===== config.mk =====
export PLATFORM = sky130hd
export DESIGN_NAME = upg_loader
export DESIGN_NICKNAME = d
export VERILOG_FILES = /design/src/rtl/upg_loader.sv
export SDC_FILE = /design/constraint.sdc
export NUM_CORES = 1
export LEC_CHECK = 0
export CELL_PAD_IN_SITES_DETAIL_PLACEMENT = 1
export CELL_PAD_IN_SITES_GLOBAL_PLACEMENT = 2
export CORE_UTILIZATION = 40
export DETAILED_ROUTE_END_ITERATION = 12
export GPL_TIMING_DRIVEN = 0
export PLACE_DENSITY = 0.92
export RECOVER_POWER = 100
export SYNTH_ARGS = -nofsm -noshare
export SYNTH_HDL_FRONTEND = slang
export SYNTH_SLANG_ARGS = --single-unit

===== constraint.sdc =====
create_clock -name clock -period 7.35 [get_ports clock]
set_clock_uncertainty 0.2 [all_clocks]
set_input_delay 0.735 -clock clock [delete_from_list [all_inputs] [get_ports clock]]
set_output_delay 0.735 -clock clock [all_outputs]
set_load 0.005 [all_outputs]

===== src/rtl/upg_loader.sv =====
// rtl/upg_loader.sv - UART framed program loader driving the memory programming port
module upg_loader #(
    parameter int TIMEOUT_CYCLES = 1_000_000,
    parameter int MAX_WORDS      = 16384
) (
    input  logic        clock,
    input  logic        rst_n,
    input  logic        rx_valid,
    input  logic [7:0]  rx_data,
    output logic        upg_wen_o,
    output logic        upg_sel_o,
    output logic [13:0] upg_adr_o,
    output logic [31:0] upg_dat_o,
    output logic        upg_done_o,
    output logic        err_o
);

    localparam int              TW       = (TIMEOUT_CYCLES > 2) ? $clog2(TIMEOUT_CYCLES) : 1;
    localparam logic [TW-1:0]   TMO_LAST = TW'(TIMEOUT_CYCLES - 1);
    localparam logic [15:0]     MAX_N    = 16'(MAX_WORDS);
    localparam logic [7:0]      HDR      = 8'hA5;

    typedef enum logic [2:0] {
        S_IDLE,
        S_TARGET,
        S_LEN_LO,
        S_LEN_HI,
        S_DATA,
        S_CSUM,
        S_DONE,
        S_ERROR
    } state_t;

    state_t         state;
    logic           tgt_sel;
    logic [7:0]     len_lo;
    logic [15:0]    len;
    logic [15:0]    word_idx;
    logic [1:0]     byte_idx;
    logic [23:0]    word_buf;
    logic [7:0]     csum;
    logic [TW-1:0]  tmo_cnt;

    logic [15:0]    len_n;
    logic [15:0]    idx_inc;
    logic [7:0]     csum_n;
    logic           in_frame;

    // Next-value helpers shared by the parser below
    always_comb begin
        len_n    = {rx_data, len_lo};
        idx_inc  = word_idx + 16'd1;
        csum_n   = csum ^ rx_data;
        in_frame = (state == S_TARGET) || (state == S_LEN_LO) || (state == S_LEN_HI)
                || (state == S_DATA)   || (state == S_CSUM);
    end

    // Frame parser, word assembly, write strobe and inter-byte timeout
    always_ff @(posedge clock or negedge rst_n) begin
        if (!rst_n) begin
            state      <= S_IDLE;
            tgt_sel    <= 1'b0;
            len_lo     <= 8'd0;
            len        <= 16'd0;
            word_idx   <= 16'd0;
            byte_idx   <= 2'd0;
            word_buf   <= 24'd0;
            csum       <= 8'd0;
            tmo_cnt    <= '0;
            upg_wen_o  <= 1'b0;
            upg_sel_o  <= 1'b0;
            upg_adr_o  <= 14'd0;
            upg_dat_o  <= 32'd0;
            upg_done_o <= 1'b0;
            err_o      <= 1'b0;
        end else begin
            upg_wen_o <= 1'b0;
            if (rx_valid) begin
                // A byte always wins over a simultaneous timeout terminal count
                tmo_cnt <= '0;
                case (state)
                    S_IDLE, S_DONE, S_ERROR: begin
                        if (rx_data == HDR) begin
                            state      <= S_TARGET;
                            upg_done_o <= 1'b0;
                            err_o      <= 1'b0;
                        end
                    end
                    S_TARGET: begin
                        if (rx_data[7:1] == 7'd0) begin
                            tgt_sel <= rx_data[0];
                            state   <= S_LEN_LO;
                        end else begin
                            state <= S_ERROR;
                            err_o <= 1'b1;
                        end
                    end
                    S_LEN_LO: begin
                        len_lo <= rx_data;
                        state  <= S_LEN_HI;
                    end
                    S_LEN_HI: begin
                        if ((len_n == 16'd0) || (len_n > MAX_N)) begin
                            state <= S_ERROR;
                            err_o <= 1'b1;
                        end else begin
                            len      <= len_n;
                            word_idx <= 16'd0;
                            byte_idx <= 2'd0;
                            csum     <= 8'd0;
                            state    <= S_DATA;
                        end
                    end
                    S_DATA: begin
                        csum     <= csum_n;
                        byte_idx <= byte_idx + 2'd1;
                        case (byte_idx)
                            2'd0:    word_buf[7:0]   <= rx_data;
                            2'd1:    word_buf[15:8]  <= rx_data;
                            2'd2:    word_buf[23:16] <= rx_data;
                            default: begin
                                // Address, data and target only move on a strobe
                                upg_wen_o <= 1'b1;
                                upg_sel_o <= tgt_sel;
                                upg_adr_o <= word_idx[13:0];
                                upg_dat_o <= {rx_data, word_buf};
                                word_idx  <= idx_inc;
                                if (idx_inc == len) begin
                                    state <= S_CSUM;
                                end
                            end
                        endcase
                    end
                    S_CSUM: begin
                        if (rx_data == csum) begin
                            state      <= S_DONE;
                            upg_done_o <= 1'b1;
                        end else begin
                            state <= S_ERROR;
                            err_o <= 1'b1;
                        end
                    end
                    default: state <= S_IDLE;
                endcase
            end else if (in_frame) begin
                if (tmo_cnt == TMO_LAST) begin
                    state      <= S_ERROR;
                    err_o      <= 1'b1;
                    upg_done_o <= 1'b0;
                    tmo_cnt    <= '0;
                end else begin
                    tmo_cnt <= tmo_cnt + TW'(1);
                end
            end
        end
    end

endmodule


* Word level (Yosys, flattened, before mapping)
Index checks and enable logic that the tools add are counted. Widths: inputs -> output; s select.
Storage, ports and cells: register bits 148, bits in latches 0, bits in writable memories 0, memory bits (read-only) 0, bits of input ports 11, output and inout port bits 50, word-level logic and storage cells 110, memories kept 0
Cells by class: add/subtract/negate cells 3, $mul 0, div/mod/pow operators 0, magnitude comparators 1, equal/unequal tests 24, shift operators 0, multiplexer cells 36, bitwise gates (word level) 3, reduce and logical (&&, ||, !) cells 26
Operators with widths (number):
- $mux 20 | 3
- $mux 16 | 2
- $pmux 16 s2 | 1
- $mux 3 | 7
- $reduce_and 3->1 | 7
- $add 20x1->20 const B | 1
- $eq 20x20->1 const B | 1
- $pmux 3 s6 | 1
- $add 16x1->16 const B | 1
- $eq 16x16->1 | 1
- $gt 16x15->1 const B | 1
- $logic_not 16->1 | 1
- $pmux 8 s2 | 1
- $mux 1 | 15
- $eq 3x3->1 const B | 4
- $ne 3x3->1 const B | 4
- $reduce_and 5->1 | 2
- $ne 3x2->1 const B | 3
- $eq 8x8->1 | 1
- $eq 8x8->1 const B | 1
- $mux 8 | 1
- $xor 8x8->8 | 1
- $logic_not 7->1 | 1
- $reduce_and 7->1 | 1
- 20 further kinds | 31

* Logic depth before layout (Yosys ltp)
depth after elaboration 7, depth in mapped cells 9, gate-level depth less buffers 7

* Least setup slack after synthesis
Ideal clock, no wire load.
path kind input to register, start point in rx_data[4], end point reg len[10], setup time 125 ps, data arrival time 2356 ps, data required time 7025 ps, slack 4670 ps, stages 7, path buffers 2, path through buf_2 -> or3_1 -> nor3_2 -> a21oi_2 -> o21ai_4 -> buf_6 -> mux2_2
Between the ends: longest elaborated chain between the ends 4, elaborated cells on any way between the ends 5, classes of those cells 1 x order compare; 1 x bitwise; 3 x reduce/logical
Ends and longest elaborated chain:
- start: declaration | line 9 | input logic [7:0] rx_data,
- $gt 16x15->1 / $logic_not 16->1 (equally long branches) | line 103 | if ((len_n == 16'd0) || (len_n > MAX_N)) begin
- $logic_or 1x1->1 (*) | line 103
- $not 1->1 (no source line) (*)
- $reduce_and 3->1 (no source line) (*)
- end signal: assignment | line 107 | len <= len_n;
- end: declaration | line 37 | logic [15:0] len;
Mark *: on every way between the ends. The rest lies on a longest branch, timed or not. A chain may end at the register's enable or synchronous reset.

* Worst setup path in the final report
start point in rx_data[7], end point reg word_idx[12]
Between the ends: longest elaborated chain between the ends 4, elaborated cells on any way between the ends 5, classes of those cells 1 x order compare; 1 x eq/ne; 3 x reduce/logical
Ends and longest elaborated chain:
- $gt 16x15->1 / $logic_not 16->1 (equally long branches) | line 103
- $logic_or 1x1->1 (*) | line 103
- $ne 2x2->1 (no source line) (*)
- $reduce_and 4->1 (no source line) (*)
- end signal: assignment | line 127 | word_idx <= idx_inc;
- end: declaration | line 38 | logic [15:0] word_idx;
Marked as above.

==> flow_metrics.env <==
export IMPL_cp_arrival_ns=4.31
export IMPL_drtIter0Drc=337
export IMPL_outcome="complete, no violations"
export IMPL_ys_ff_latch=148
export IMPL_pwr_density_cell_nw_per_um2=339
export IMPL_rows=48
export IMPL_core_um2=17400
export IMPL_hp_class="in -> async"
export IMPL_clock_latency_ns=0.43
export IMPL_crit_path_end="word_idx[12]"
export IMPL_r2r_start="len_lo[2]"
export IMPL_slew_headroom_pct=6.03
export IMPL_worst_setup_path_end_kind="register"
export IMPL_yosysTopAreaCellShare_pct=52.1
export IMPL_grt_max_degree=80
export IMPL_reg2reg_slack_ns=3.54
export IMPL_rr_worst_depth=7
export IMPL_r2r_end="word_idx[12]"
export IMPL_drt_wirelength_per_cell_um=18.6
export IMPL_dpl_cell_area_um2=7980
export IMPL_grt_use_total_pct=23.2
export IMPL_fillCellCount=1928
export IMPL_grt_setup_unrepaired="no"
export IMPL_yosysWarnings=0
export IMPL_grt_overflow_total=0
export IMPL_layout_cells_non_filler=1041
export IMPL_synthArstFlopShare_pct=100
export IMPL_dr_pass1_iters=4
export IMPL_synthesis_area_um2=7110
export IMPL_maxCapViolations=0
export IMPL_ys_types=64
export IMPL_cts_made_buffers=17
export IMPL_initial_core_util_pct=41.0
export IMPL_post_cts_repair_setup_buffers=0
export IMPL_yosysTopAreaCell="dfrtp_1"
export IMPL_use_met3_pct=4.12
export IMPL_ctsHoldBuffers=0
export IMPL_met2_usage_pct=37.6
export IMPL_tightestPinTransition_ns=1.39
export IMPL_setup_viol=0
export IMPL_die_area_um2=18300
export IMPL_grt_pass1_vias=6105
export IMPL_yosysMostFrequentCell="nand2_1"
export IMPL_fin_nets=820
export IMPL_cts_sinks=148
export IMPL_die_h_um=135
export IMPL_die_w_um=135
export IMPL_synthCells=727
export IMPL_drive_gt1_share_pct=11.8
export IMPL_crit_type="in -> reg"
export IMPL_wl_um=19400
export IMPL_met1_usage_pct=30.9
export IMPL_slew_viol_final=0
export IMPL_final_antenna_net_count=0
export IMPL_seq_area_frac_synth_pct=52.1
export IMPL_syn_num_nets=744
export IMPL_avgSynthCellArea_um2=9.78
export IMPL_startpoint="rx_data[7]"
export IMPL_start_kind="input pin"
export IMPL_clock_root_buffer="clkbuf_16"
export IMPL_vias=5647
export IMPL_synth_top_flop_cell="dfrtp_1"
export IMPL_clockBufferDepth=2
export IMPL_required_ns=7.49
export IMPL_vdd_drop_max_uv=202
export IMPL_place_inst=1009
export IMPL_cts_htree_levels=4
export IMPL_cts_tree="built"
export IMPL_final_min_clock_period_ns=4.17
export IMPL_final_cell_area_um2=8540
export IMPL_path_clk_slew_ns=0.06
export IMPL_hold_viol=0
export IMPL_busiest_layer="met2"
export IMPL_area_delta_synth_final_pct=20.1
export IMPL_place_hpwl_um=13600
export IMPL_io_buffers=56
export IMPL_num_antenna_cells=0
export IMPL_drt_vias_per_instance=5.42
export IMPL_grt_pass1_wl_um=32300
export IMPL_timing_final_crit_share_pct=56.7
export IMPL_synth_area_top_cells="dfrtp_1 (52%), nand2_1 (9.5%), mux2_2 (7.6%)"
export IMPL_max_freq_mhz=240
export IMPL_post_cts_resized=0
export IMPL_grt_antenna_before_repair=0
export IMPL_synth_edf_count=0
export IMPL_post_route_drc_count=0
export IMPL_gp_congestion=0.850
export IMPL_synth_common_cells="nand2_1 (180), dfrtp_1 (148), mux2_2 (48), nor2_1 (46), clkbuf_1 (32)"
export IMPL_path_max_fanout=10
export IMPL_io_pins=61
export IMPL_leakagePower_uw=0.00399
power by group:
group          internal [uW]  total, uW  switching [uW]
combinational            382        777             395
clock                    543        893             350
sequential              1050       1220             178
metal layers:
metal / wire (um) / share of wire (%)
met5: 0 / 0
met4: 255 / 1.3
met3: 543 / 2.8
met2: 9410 / 48
met1: 9210 / 47
per-stage QoR:
step	setup slack, ns	hold WS (ns)	setup TNS [ns]	utilization (%)	total power, uW
final	3.18	0.124	0	49.2	2890
after global routing	2.88	0.188	0	49.2	3060
after CTS	4.39	0.153	0	49.5	2950
after detailed placement	3.93	0.253	0	46.0	2040
after global placement	-0.494	0.245	-71.68	45.8	1990
after floorplan	4.67	0.233	0	-	1710
critical path, cell delays in order:
cell and delay, ns:
dlygate4sd3_1 0.57, clkbuf_1 0.48, nor2_1 0.11, and4_1 0.24, o21ai_0 1.07, a21oi_1 0.46
clkbuf_1 0.37, a31oi_1 0.26
final cells by class:
type / count / area [um2] / share of cell area [%]
clock buffer: 20 / 447 / 5.23
tap: 225 / 282 / 3.30
sequential: 148 / 3700 / 43.4
multi-input combinational: 522 / 3140 / 36.8
timing repair buffer: 57 / 589 / 6.90
buffer: 43 / 170 / 1.99
inverter: 14 / 52.6 / 0.615
clock inverter: 12 / 154 / 1.80
kinds of logic after synthesis:
family	count (synthesis)	share of synthesized area [%]
simple gates	320	20.6
flops	148	52.1
compound gates	100	9.15
mux	58	9.03
buf+inv	57	3.40
xor+xnor	38	4.68
fa+ha+maj	6	1.06
cell usage in the layout (no fill, tap or decap), types with 3 or more instances in the layout:
cell / n
a21oi_1: 21
a311oi_1: 3
a31oi_1: 19
and3_1: 3
and4_1: 4
buf_2: 6
bufinv_16: 3
clkbuf_1: 38
clkbuf_16: 17
clkinv_2: 3
clkinvlp_4: 3
dfrtp_1: 148
dlygate4sd3_1: 53
ha_1: 6
inv_1: 13
mux2_2: 47
mux2i_1: 9
nand2_1: 181
nand2b_1: 8
nand3_1: 17
nand4_1: 15
nor2_1: 46
nor2b_1: 10
nor3_1: 6
nor4_1: 5
o21ai_0: 30
o221ai_1: 3
o31ai_1: 3
or3_1: 7
xnor2_1: 22
xor2_1: 16
worst min path at each step:
stage	end	depth (start not counted)	slack, ns	startpoint
2_1_floorplan	upg_dat_o[0]	2	0.23	word_buf[0]
3_3_place_gp	upg_dat_o[16]	2	0.25	word_buf[16]
3_5_place_dp	upg_dat_o[6]	2	0.25	word_buf[6]
4_1_cts	tmo_cnt[18]	1	0.15	rst_n
5_1_grt	tmo_cnt[18]	1	0.19	rst_n
6_report	tmo_cnt[18]	1	0.12	rst_n
registers in the layout (all words and copies together) (netlist names), 2 cells and up:
signal	count
byte_idx	2
csum	8
len	16
len_lo	8
state	3
tmo_cnt	20
upg_adr_o	14
upg_dat_o	32
word_buf	24
word_idx	16
Power figures use the tool's default switching activity.
